### src/rtl/pipe_hazard_ctrl.sv
// Stall/flush sequencer for the 5-stage LC-3b pipeline with a memory-stall watchdog.
// Define PIPE_HAZARD_STATS_EN to add the stat_* decision counters.
module pipe_hazard_ctrl #(
    parameter int TIMEOUT_CYCLES = 1024,
    parameter int CNT_W          = 32
) (
    input  logic       clk,
    input  logic       reset,
    input  logic       imem_resp,
    input  logic       dmem_req,
    input  logic       dmem_resp,
    input  logic       br_taken,
    input  logic [2:0] id_src1,
    input  logic [2:0] id_src2,
    input  logic       id_use_src1,
    input  logic       id_use_src2,
    input  logic       ex_load,
    input  logic [2:0] ex_dest,
    output logic       adv_ifid,
    output logic       adv_idex,
    output logic       adv_exmem,
    output logic       adv_memwb,
    output logic       flush_ifid,
    output logic       flush_idex,
    output logic       flush_exmem,
    output logic       pc_load,
    output logic       pc_redirect,
    output logic       target_latch,
    output logic       mem_timeout
`ifdef PIPE_HAZARD_STATS_EN
    ,
    output logic [CNT_W-1:0] stat_dstall,
    output logic [CNT_W-1:0] stat_istall,
    output logic [CNT_W-1:0] stat_lduse,
    output logic [CNT_W-1:0] stat_flush
`endif
);

    localparam int WD_W = $clog2(TIMEOUT_CYCLES + 1);

    typedef enum logic [0:0] {
        ST_RUN        = 1'b0,
        ST_REDIR_WAIT = 1'b1
    } state_t;

    state_t          state_r;
    state_t          state_nxt_s;
    logic [WD_W-1:0] wd_cnt_r;
    logic            mem_timeout_r;
    logic            dstall_s;
    logic            istall_s;
    logic            load_use_s;
    logic            dec_dstall_s;
    logic            dec_istall_s;
    logic            dec_lduse_s;
    logic            dec_flush_s;

    assign dstall_s    = dmem_req & ~dmem_resp;
    assign istall_s    = ~imem_resp;
    assign load_use_s  = ex_load & ((id_use_src1 & (id_src1 == ex_dest)) |
                                    (id_use_src2 & (id_src2 == ex_dest)));
    assign mem_timeout = mem_timeout_r;

    // Priority-resolved pipeline control decision and next-state selection
    always_comb begin
        adv_ifid     = 1'b0;
        adv_idex     = 1'b0;
        adv_exmem    = 1'b0;
        adv_memwb    = 1'b0;
        flush_ifid   = 1'b0;
        flush_idex   = 1'b0;
        flush_exmem  = 1'b0;
        pc_load      = 1'b0;
        pc_redirect  = 1'b0;
        target_latch = 1'b0;
        dec_dstall_s = 1'b0;
        dec_istall_s = 1'b0;
        dec_lduse_s  = 1'b0;
        dec_flush_s  = 1'b0;
        state_nxt_s  = state_r;
        if (reset) begin
            state_nxt_s = ST_RUN;
        end else begin
            case (state_r)
                ST_RUN: begin
                    if (dstall_s) begin
                        dec_dstall_s = 1'b1;
                    end else if (br_taken) begin
                        {adv_ifid, adv_idex, adv_exmem, adv_memwb} = 4'b1111;
                        {flush_ifid, flush_idex, flush_exmem}      = 3'b111;
                        pc_redirect = 1'b1;
                        dec_flush_s = 1'b1;
                        if (imem_resp) begin
                            pc_load = 1'b1;
                        end else begin
                            // Fetch still outstanding: hold the target until it returns
                            target_latch = 1'b1;
                            state_nxt_s  = ST_REDIR_WAIT;
                        end
                    end else if (load_use_s) begin
                        {adv_idex, adv_exmem, adv_memwb} = 3'b111;
                        flush_idex  = 1'b1;
                        dec_lduse_s = 1'b1;
                    end else if (istall_s) begin
                        {adv_ifid, adv_idex, adv_exmem, adv_memwb} = 4'b1111;
                        flush_ifid   = 1'b1;
                        dec_istall_s = 1'b1;
                    end else begin
                        {adv_ifid, adv_idex, adv_exmem, adv_memwb} = 4'b1111;
                        pc_load = 1'b1;
                    end
                end
                ST_REDIR_WAIT: begin
                    adv_ifid    = 1'b1;
                    flush_ifid  = 1'b1;
                    dec_flush_s = 1'b1;
                    {adv_idex, adv_exmem, adv_memwb} = {3{~dstall_s}};
                    if (imem_resp) begin
                        pc_load     = 1'b1;
                        pc_redirect = 1'b1;
                        state_nxt_s = ST_RUN;
                    end else begin
                        state_nxt_s = ST_REDIR_WAIT;
                    end
                end
                default: begin
                    state_nxt_s = ST_RUN;
                end
            endcase
        end
    end

    // Sequencer state register
    always_ff @(posedge clk or posedge reset) begin
        if (reset) begin
            state_r <= ST_RUN;
        end else begin
            state_r <= state_nxt_s;
        end
    end

    // Consecutive-stall watchdog with saturating count and sticky error
    always_ff @(posedge clk or posedge reset) begin
        if (reset) begin
            wd_cnt_r      <= {WD_W{1'b0}};
            mem_timeout_r <= 1'b0;
        end else if (dstall_s | istall_s) begin
            if (wd_cnt_r < WD_W'(TIMEOUT_CYCLES)) begin
                wd_cnt_r <= wd_cnt_r + WD_W'(1);
            end else begin
                wd_cnt_r <= wd_cnt_r;
            end
            if (wd_cnt_r >= WD_W'(TIMEOUT_CYCLES - 1)) begin
                mem_timeout_r <= 1'b1;
            end else begin
                mem_timeout_r <= mem_timeout_r;
            end
        end else begin
            wd_cnt_r      <= {WD_W{1'b0}};
            mem_timeout_r <= mem_timeout_r;
        end
    end

`ifdef PIPE_HAZARD_STATS_EN
    // Decision statistics; counters wrap naturally
    always_ff @(posedge clk or posedge reset) begin
        if (reset) begin
            stat_dstall <= {CNT_W{1'b0}};
            stat_istall <= {CNT_W{1'b0}};
            stat_lduse  <= {CNT_W{1'b0}};
            stat_flush  <= {CNT_W{1'b0}};
        end else begin
            stat_dstall <= stat_dstall + CNT_W'(dec_dstall_s);
            stat_istall <= stat_istall + CNT_W'(dec_istall_s);
            stat_lduse  <= stat_lduse + CNT_W'(dec_lduse_s);
            stat_flush  <= stat_flush + CNT_W'(dec_flush_s);
        end
    end
`endif

endmodule

### config.mk
export PLATFORM = sky130hd
export DESIGN_NAME = pipe_hazard_ctrl
export DESIGN_NICKNAME = d
export VERILOG_FILES = /design/src/rtl/pipe_hazard_ctrl.sv
export SDC_FILE = /design/constraint.sdc
export NUM_CORES = 1
export LEC_CHECK = 0
export CAP_MARGIN = 10
export CORE_ASPECT_RATIO = 0.9
export CORE_UTILIZATION = 43
export CTS_CLUSTER_DIAMETER = 150
export DETAILED_ROUTE_END_ITERATION = 16
export PLACE_DENSITY = 0.77
export SYNTH_ARGS = -nofsm -noshare
export SYNTH_HDL_FRONTEND = slang
export SYNTH_SLANG_ARGS = --single-unit
### constraint.sdc
create_clock -name clk -period 1.6 [get_ports clk]
set_input_delay 0.24 -clock clk [delete_from_list [all_inputs] [get_ports clk]]
set_output_delay 0.24 -clock clk [all_outputs]
set_load 0.01 [all_outputs]
==> results.yml, run 1 <==
clocking:
  clock_tree.root_cell: "sky130_fd_sc_hd__clkbuf_4"
  cts_tree: "built"
  cts_max_level: 1
  path_clk_slew_ns: 0.08
  cts_made_buffers: 3
  worst_skew_pair.late_latency_ns: 0.29
  clk_path_buf_depth: 2
  cts_num_sinks: 13
  holdBufCountCts: 0
run:
  max_capacitance_violation_total: 0
finish:
  mostFrequentLayoutCells: "sky130_fd_sc_hd__dfrtp_1 (13), sky130_fd_sc_hd__nor2_1 (12), sky130_fd_sc_hd__buf_4 (9)"
  filler_cell_count: 154
  area_of_the_multi_input_gates_um2: 486.7
  final_layout_size_suffix_gt1_share_pct: 27.64
  diode_insertion_count_for_antenna_repair: 0
  finish.net_count: 143
  seq_area_um2: 325.3
  final_common_cell: "sky130_fd_sc_hd__dfrtp_1"
  signed_area_change_from_the_synthesized_netlist_to_the_final_layout_pct: 50.62
synth:
  syn_nets: 104
  post_synth_instance_area_um2: 803.3
  synth_seq_area_share_pct: 40.50
  synthFlopType: "sky130_fd_sc_hd__dfrtp_1"
  ys_ff_latch: 13
  synthDistinctLibCells: 31
  ys.warnings.count: 0
  ys_async_sr_fraction_pct: 100.0
  cell_count_after_synthesis: 85
  synth_edf_count: 0
  postSynthAreaPerCell_um2: 9.450
critical_path:
  cp_slowest_stage_delay_ns: 0.40
  cp.buffers_inverters: 1
  rr_worst_depth: 5
  crit_fanout: 5
  critical_path.top_delay_family: "flip-flops"
  ordered_list_of_cells_on_the_worst_path: "nor2b_2 > a21oi_4 > a31oi_1 > buf_2"
  worst-endpoint-required_ns: 1.36
  path_class: "flip-flop to output pin"
  crit_path_start_kind: "flip-flop"
  setup.reg_to_reg.worst_slack_ns: 0.21
  r2r_end: "mem_timeout"
  crit_arrival_ns: 1.31
  crit-reg2reg-launch: "wd_cnt_r[0]"
  kind_of_end_point_of_the_critical_path: "output pin"
  critical_path.slowest_cell: "sky130_fd_sc_hd__dfrtp_1"
floorplan:
  rows: 14
  floorplan.io_pins: 29
  die_area_um2: 2045
  die_height_um: 43.01
  start_util_pct: 46.79
  floorplan.core_area_um2: 1717
  die_span_in_x_um: 47.56
place:
  detailed_place_hpwl_um: 1562
  gpl.final_weighted_congestion: 0.7541
  place_worst_setup_slack_ns: -0.6811
  port_buffers: 28
timing:
  final-setup-viol-count: 0
  timing.setup.tns_ns: 0
  final.setup_skew_ns: 0.007068
  timing.final.crit_share_pct: 96.57
  maxClockFrequency_mhz: 647.2
  finalWorstPathRequiredPeriod_ns: 1.545
  worst_slack_ns: 0.05491
  tightest_slew_ns: 0.2667
  setup_repair_after_global_routing_missed_its_margin: "false"
  timing.hold.ws_ns: 0.1807
  final-hold-violation-count: 0
  maxSlewViolCount: 0
  timing.slew.headroom_pct: 82.22
global_routing:
  globalRouteTotalUtil_pct: 23.92
  grt_start_max_net_pins: 14
  number_of_global_route_vias_before_repair: 775
  grt-ovfl-total: 0
  grt_antenna_before_repair: 0
  global_route_wire_length_before_repair_um: 3401
routing:
  drt_pre_antenna_iters: 4
  wl_cell_um: 13.74
  post-route-drc-count: 0
  wl_um: 2020
  detailroute.via_count: 762
  via_per_inst: 5.184
  antenna_left: 0
  initialDrtViolationCount: 15
power_and_ir_drop:
  ir_drop_uv: 505.3
  powerDensity_nw_per_um2: 681.7
  power.static_leakage_nw: 0.6002
min_path:
  timing.hold.worst.class: "input port to asynchronous set/reset pin"
status:
  run_status: "finished clean"
==> worst reg2reg max path: stages, from the launching register on <==
cell and delay (ns):
sky130_fd_sc_hd__dfrtp_1 0.39, sky130_fd_sc_hd__ha_1 0.20, sky130_fd_sc_hd__and3b_2 0.24, sky130_fd_sc_hd__a31o_2 0.22, sky130_fd_sc_hd__a21oi_1 0.14, sky130_fd_sc_hd__o21bai_1 0.08
==> final cells by class <==
class                           instances  share of cell area (%)
Multi-Input combinational cell         65                   40.23
Timing Repair Buffer                   38                   26.99
Sequential cell                        13                   26.89
Tap cell                               24                   2.482
Clock buffer                            3                   1.861
Inverter                                3                   1.138
Clock inverter                          1                  0.4137
==> layer usage <==
| layer | GRT usage (%) | vias to the layer above | part of all wire, % |
|---|---|---|---|
| li1 | - | 372 | - |
| met1 | 30.89 | 364 | 41 |
| met2 | 39.45 | 22 | 54 |
| met3 | 7.660 | 4 | 3.8 |
| met4 | 3.333 | 0 | 0.89 |
| met5 | 0 | - | 0 |
==> power breakdown <==
| group | switching (mW) | internal [mW] |
|---|---|---|
| combinational | 0.116 | 0.129 |
| sequential | 0.0226 | 0.350 |
| clock | 0.115 | 0.0930 |
==> cells in the mapped netlist (all sizes together) (2+ instances only) <==
cell type  instances  area share [%]
a21oi              5             3.6
and2               2             1.6
buf                3             3.3
dfrtp             13              40
inv                3             1.4
nand2              3             1.4
nand3              3             1.9
nand4              5             3.9
nor2              13             6.1
nor2b              2             1.6
o21ai              3             1.9
xnor2              8             8.7
xor2               6             6.5
==> stage by stage <==
stage          instances  utilization [%]  power, mW  area (µm²)
6_report             147            70.48     0.8248        1210
5_1_grt              147            70.48     0.8669        1210
4_1_cts              146            69.02     0.8225        1185
3_5_place_dp         142            67.78     0.6283        1164
3_3_place_gp         142            67.78     0.6186        1164
2_1_floorplan         85                -     0.4879       803.3
==> how the worst max path moves through the flow <==
stage          startpoint      endpoint  slack, ns  cells past startpoint
6_report          state_r       pc_load       0.05                      4
5_1_grt           state_r       pc_load      0.001                      4
4_1_cts         dmem_resp  target_latch      -0.03                      6
3_5_place_dp   ex_dest[1]    flush_idex      -0.68                      6
3_3_place_gp   ex_dest[1]    flush_idex      -0.60                      6
2_1_floorplan       reset       pc_load       0.09                      5
==> state kept, by name (all words and copies together), names as in the netlist <==
name,count
mem_timeout,1
state_r,1
wd_cnt_r,11
==> timing repair <==
item	CTS	global route
gates resized for setup	51	16
pin swaps	9	13
setup buffers	0	1
endpoints found under the setup margin	10	10
==> logic make-up after synthesis <==
kind of cell	synth area share, %
XOR/XNOR	15.27
multiplexers	1.246
buffers and inverters	5.139
adder cells (fa/ha/maj)	1.557
AO/OA/AOI/OAI	11.06
flip-flops	40.50
AND/OR/NAND/NOR	25.23
No activity file was read; power rests on OpenSTA's default activity.
==> run 2, diff against run 1 <==
- CORE_UTILIZATION: 43 -> 39
- GPL_ROUTABILITY_DRIVEN: not set -> 0
- PLACE_DENSITY: 0.77 -> 0.74
- clock period: 1.6 -> 1.4 ns (I/O delays scaled with it)
==> run 2 against run 1 <==
Net effect: the flow now finishes with violations (setup timing); global-route usage fell by 5.8 points; routed wire length decreased by 9.3%; register-to-register slack worse by 0.13 ns; largest cell class unchanged; clock power rose by 7%; sequential power up 15%; cell area is 5.0% higher; combinational power rose by 20%; cell count increased by 5.4%; worst hold slack got worse by 0.073 ns; non-clock buffer count rose by 7.
==> results.yml, run 2 (synthesized netlist as in run 1, its figures left out) <==
status:
  run_status: "complete, but fails checks"
  violations: "setup timing"
finish:
  top_register: "wd_cnt_r"
  finish.net_count: 150
  signed_area_change_from_the_synthesized_netlist_to_the_final_layout_pct: 58.10
  final_util_pct: 65.70
  final_layout_size_suffix_gt1_share_pct: 38.46
  largest_register_ffs: 11
  final_common_cell: "sky130_fd_sc_hd__buf_4"
  diode_insertion_count_for_antenna_repair: 0
  filler_cell_count: 173
  mostFrequentLayoutCells: "sky130_fd_sc_hd__buf_4 (17), sky130_fd_sc_hd__dfrtp_1 (13), sky130_fd_sc_hd__nor2_1 (12)"
  summed_area_of_non_filler_cells_in_the_final_layout_um2: 1270
routing:
  via_per_inst: 4.871
  wl_cell_um: 11.83
  wl_um: 1833
  detailroute.via_count: 755
  post-route-drc-count: 0
  initialDrtViolationCount: 10
  drt_pre_antenna_iters: 4
  antenna_left: 0
global_routing:
  global_route_wire_length_before_repair_um: 3056
  grt_antenna_before_repair: 0
  grt_start_max_net_pins: 14
  grt-ovfl-total: 0
  number_of_global_route_vias_before_repair: 733
  globalRouteTotalUtil_pct: 18.14
floorplan:
  floorplan.core_area_um2: 1933
  die_area_um2: 2246
  die_height_um: 45.06
  floorplan.io_pins: 29
  rows: 15
  die_span_in_x_um: 49.84
  start_util_pct: 41.55
critical_path:
  ordered_list_of_cells_on_the_worst_path: "nor2b_4 > a21oi_4 > a31oi_1 > buf_2"
  critical_path.slowest_cell: "sky130_fd_sc_hd__dfrtp_1"
  critical_path.top_delay_family: "flip-flops"
  crit_path_start_kind: "flip-flop"
  path_class: "flip-flop to output pin"
  crit_fanout: 5
  crit_arrival_ns: 1.24
  cp.buffers_inverters: 1
  kind_of_end_point_of_the_critical_path: "output pin"
  cp_slowest_stage_delay_ns: 0.39
  worst-endpoint-required_ns: 1.19
run:
  max_capacitance_violation_total: 0
timing:
  worst_slack_ns: -0.05406
  timing.final.crit_share_pct: 103.9
  finalWorstPathRequiredPeriod_ns: 1.454
  maxClockFrequency_mhz: 687.7
  final.setup_skew_ns: 0.004959
  tightest_slew_ns: 0.2273
  final-setup-viol-count: 5
  setup_repair_after_global_routing_missed_its_margin: "true"
  final-hold-violation-count: 0
  timing.setup.tns_ns: -0.1623
  timing.slew.headroom_pct: 84.75
  maxSlewViolCount: 0
clocking:
  clk_path_buf_depth: 2
  holdBufCountCts: 0
  worst_skew_pair.late_latency_ns: 0.27
  cts_tree: "built"
  cts_num_sinks: 13
  clock_tree.root_cell: "sky130_fd_sc_hd__clkbuf_4"
  cts_max_level: 1
  path_clk_slew_ns: 0.08
  cts_made_buffers: 3
place:
  port_buffers: 28
  detailed_place_hpwl_um: 1446
  place_worst_setup_slack_ns: -0.8013
  place_area_um2: 1179
power_and_ir_drop:
  ir_drop_uv: 482.3
  power.static_leakage_nw: 0.6059
  powerDensity_nw_per_um2: 741.8
min_path:
  timing.hold.worst.class: "input port to asynchronous set/reset pin"
run 2: cell type report:
| cell class | count | area [µm²] | area share, % |
|---|---|---|---|
| inverters | 3 | 17.52 | 1.379 |
| well taps | 25 | 31.28 | 2.463 |
| flip-flops and latches | 13 | 325.3 | 25.62 |
| clock buffers | 3 | 22.52 | 1.773 |
| clock inverters | 1 | 5.005 | 0.3941 |
| multi-input cells | 65 | 519.2 | 40.89 |
| repair buffers | 45 | 349.1 | 27.49 |
run 2: what timing repair did:
item                                    4_1_cts  5_1_grt
gates resized for setup                      78        8
setup buffers                                 5        0
endpoints found under the setup margin       10        9
pin swaps                                    15        7
run 2: where the power goes:
part,internal (mW),switching (mW),total [mW]
clock,0.106,0.117,0.223
combinational,0.159,0.134,0.293
sequential,0.400,0.0271,0.427
run 2: path summary, 6_finish.rpt:
path / depth (start not counted) / slack (ns) / end / startpoint
setup / recovery: 4 / -0.05 / pc_load / state_r
setup reg to reg: 5 / 0.08 / mem_timeout / wd_cnt_r[0]
hold reg to reg: 1 / 0.48 / mem_timeout / mem_timeout
max in group asynchronous: 3 / 1.13 / wd_cnt_r[6] / reset
hold / removal: 3 / 0.11 / state_r / reset
min in group clk: 1 / 0.48 / mem_timeout / mem_timeout
run 2: tightest hold or removal path: cells and delay by family:
family / cells / cell delay, ns
buffers and inverters: 3 / 0.53
run 2: routing by layer:
metal | vias to the layer above | global-route usage (%) | share of wire, %
met4 | 0 | 1.714 | 0
met2 | 17 | 31.08 | 50
li1 | 383 | - | -
met5 | - | 0 | 0
met1 | 355 | 23.85 | 46
met3 | 0 | 5.051 | 3.5
run 2: stage by stage:
step	power (mW)	hold slack (ns)	cells
final	0.9421	0.1076	155
after global routing	1.006	0.1114	155
after CTS	0.9461	0.1008	155
after detailed placement	0.7130	0.4613	146
after global placement	0.7078	0.4700	146
after floorplan	0.5581	0.02247	85
==> run 3, diff against run 2 <==
- CORE_MARGIN: not set -> 10
- SETUP_SLACK_MARGIN: not set -> 0.5
==> run 3 against run 2 <==
Net effect: the flow still finishes with violations (setup timing); critical path type is now input port to output pin; combinational power grew 38%; register-to-register slack worse by 0.03 ns; sequential cell count stayed put; sequential share of layout area shrank 3.3 points; clock power is 4% higher; non-clock buffer count up 13; first-iteration DRC count increased by 100%; power grew 14%; cell count up 8.4%.
==> results.yml, run 3 (synthesized netlist as in run 1, its figures left out) <==
finish:
  signed_area_change_from_the_synthesized_netlist_to_the_final_layout_pct: 84.42
  filler_cell_count: 122
  final_layout_size_suffix_gt1_share_pct: 58.74
  top_register: "wd_cnt_r"
  finish.net_count: 163
  final_common_cell: "sky130_fd_sc_hd__buf_4"
  mostFrequentLayoutCells: "sky130_fd_sc_hd__buf_4 (19), sky130_fd_sc_hd__buf_6 (17), sky130_fd_sc_hd__nor2_1 (12)"
  summed_area_of_non_filler_cells_in_the_final_layout_um2: 1481
  diode_insertion_count_for_antenna_repair: 0
  largest_register_ffs: 11
timing:
  worst_slack_ns: -0.1156
  timing.final.crit_share_pct: 108.3
  final-setup-viol-count: 4
  finalWorstPathRequiredPeriod_ns: 1.516
  timing.hold.ws_ns: 0.4494
  timing.slew.headroom_pct: 81.28
  maxSlewViolCount: 0
  final-hold-violation-count: 0
  final.setup_skew_ns: 0.006399
  tightest_slew_ns: 0.2797
  setup_repair_after_global_routing_missed_its_margin: "true"
  maxClockFrequency_mhz: 659.8
routing:
  wl_um: 2885
  wl_cell_um: 17.17
  drt_pre_antenna_iters: 4
  detailroute.via_count: 837
  routedLengthMet1_um: 1060
  antenna_left: 0
  initialDrtViolationCount: 20
  met2_length_um: 1584
  post-route-drc-count: 0
  topRoutingLayerUsed: "met4"
  via_per_inst: 4.982
  met3RoutedLength_um: 124
critical_path:
  kind_of_end_point_of_the_critical_path: "output pin"
  critPathCapture: "flush_ifid"
  cp_slowest_stage_delay_ns: 0.44
  crit_arrival_ns: 1.31
  worst-endpoint-required_ns: 1.19
  setup.reg_to_reg.worst_slack_ns: 0.05
  r2r_end: "mem_timeout"
  critical_path.top_delay_family: "buffers and inverters"
  ordered_list_of_cells_on_the_worst_path: "clkdlybuf4s50_1 > a21boi_2 > buf_4 > o31ai_4 > buf_2"
  critical_path.slowest_cell: "sky130_fd_sc_hd__clkdlybuf4s50_1"
  path_class: "input port to output pin"
  crit-reg2reg-launch: "wd_cnt_r[1]"
  launching_element_of_the_worst_setup_path: "ex_load"
  cp_num_cells: 5
  rr_worst_depth: 5
  crit_fanout: 3
  crit_path_start_kind: "input port"
  cp.buffers_inverters: 3
power_and_ir_drop:
  ir_drop_uv: 924.9
  comb_power_share_pct: 37.5
  power.static_leakage_nw: 0.6810
  power.net_switching_mw: 0.3298
  powerDensity_nw_per_um2: 726.8
  sw_frac_of_total_pct: 30.63
  clock_power_share_pct: 21.5
  p_int_mw: 0.7469
  power_frac_seq_pct: 41.0
run:
  max_capacitance_violation_total: 0
global_routing:
  grt_antenna_before_repair: 0
  global_route_wire_length_before_repair_um: 4188
  grt-ovfl-total: 0
  number_of_global_route_vias_before_repair: 888
  grt_start_max_net_pins: 14
  globalRouteTotalUtil_pct: 12.36
place:
  port_buffers: 28
  place_area_um2: 1255
  place_worst_setup_slack_ns: -0.7160
  detailed_place_hpwl_um: 1779
min_path:
  worstHoldStart: "dmem_resp"
  timing.hold.worst.class: "input port to flip-flop"
floorplan:
  die_area_um2: 4278
  start_util_pct: 41.55
  die_height_um: 63.06
  die_span_in_x_um: 67.84
  rows: 15
  floorplan.io_pins: 29
  floorplan.core_area_um2: 1933
clocking:
  worst_skew_pair.late_latency_ns: 0.27
  clock_tree.root_cell: "sky130_fd_sc_hd__clkbuf_4"
  cts_max_level: 1
  clk_path_buf_depth: 2
  cts_tree: "built"
  cts_made_buffers: 3
  cts_num_sinks: 13
  path_clk_slew_ns: 0.08
status:
  run_status: "complete, but fails checks"
  violations: "setup timing"
==> run 3: area by class of cell <==
type | count | area [µm²] | share of cell area, %
well taps | 25 | 31.28 | 2.111
multi-input cells | 65 | 579.3 | 39.10
inverters | 3 | 20.02 | 1.351
clock buffers | 4 | 26.28 | 1.774
repair buffers | 58 | 494.2 | 33.36
flip-flops and latches | 13 | 330.3 | 22.30
==> run 3: how the worst min path moves through the flow <==
stage / end / slack [ns] / depth (start not counted)
3_3_place_gp: mem_timeout / 0.46 / 1
4_1_cts: wd_cnt_r[9] / 0.007 / 3
6_report: mem_timeout / 0.45 / 4
5_1_grt: mem_timeout / 0.50 / 4
2_1_floorplan: mem_timeout / 0.03 / 1
3_5_place_dp: mem_timeout / 0.48 / 1
==> run 3: layer usage <==
layer | global-route usage (%) | vias up
met5 | 0 | -
met4 | 2.513 | 0
met3 | 3.004 | 10
met2 | 24.18 | 24
met1 | 12.39 | 395
li1 | - | 408
==> run 3: stage by stage <==
stage	utilization [%]	cells	TNS [ns]	power, mW
floorplan	-	85	0	0.5923
CTS	72.04	161	-0.2474	1.019
detailed placement	64.92	147	-6.060	0.7574
finish	76.63	168	-0.2546	1.077
global route	76.63	168	-0.5328	1.140
global placement	64.92	147	-6.142	0.7466
==> run 3: repair_timing <==
| item | 4_1_cts | 5_1_grt |
|---|---|---|
| setup endpoints to repair | 24 | 24 |
| buffers inserted | 10 | 6 |
| gates resized for setup | 115 | 13 |
| pin swaps | 27 | 10 |
| hold buffers | 0 | 1 |
| endpoints found under the hold margin | 0 | 13 |
==> run 3: power by group through the flow <==
| stage | logic, mW | clock network, mW | registers (mW) |
|---|---|---|---|
| 2_1_floorplan | 0.143 | 0 | 0.449 |
| 3_3_place_gp | 0.308 | 0 | 0.438 |
| 3_5_place_dp | 0.317 | 0 | 0.440 |
| 4_1_cts | 0.350 | 0.232 | 0.437 |
| 5_1_grt | 0.435 | 0.260 | 0.445 |
| 6_report | 0.404 | 0.231 | 0.441 |
==> run 3: worst reg2reg max path, cell delays in order, from the launching register on <==
cell and delay (ns):
sky130_fd_sc_hd__dfrtp_2 0.44, sky130_fd_sc_hd__ha_4 0.17, sky130_fd_sc_hd__and3b_2 0.24, sky130_fd_sc_hd__a31o_4 0.22, sky130_fd_sc_hd__a21oi_2 0.11, sky130_fd_sc_hd__o21bai_1 0.08
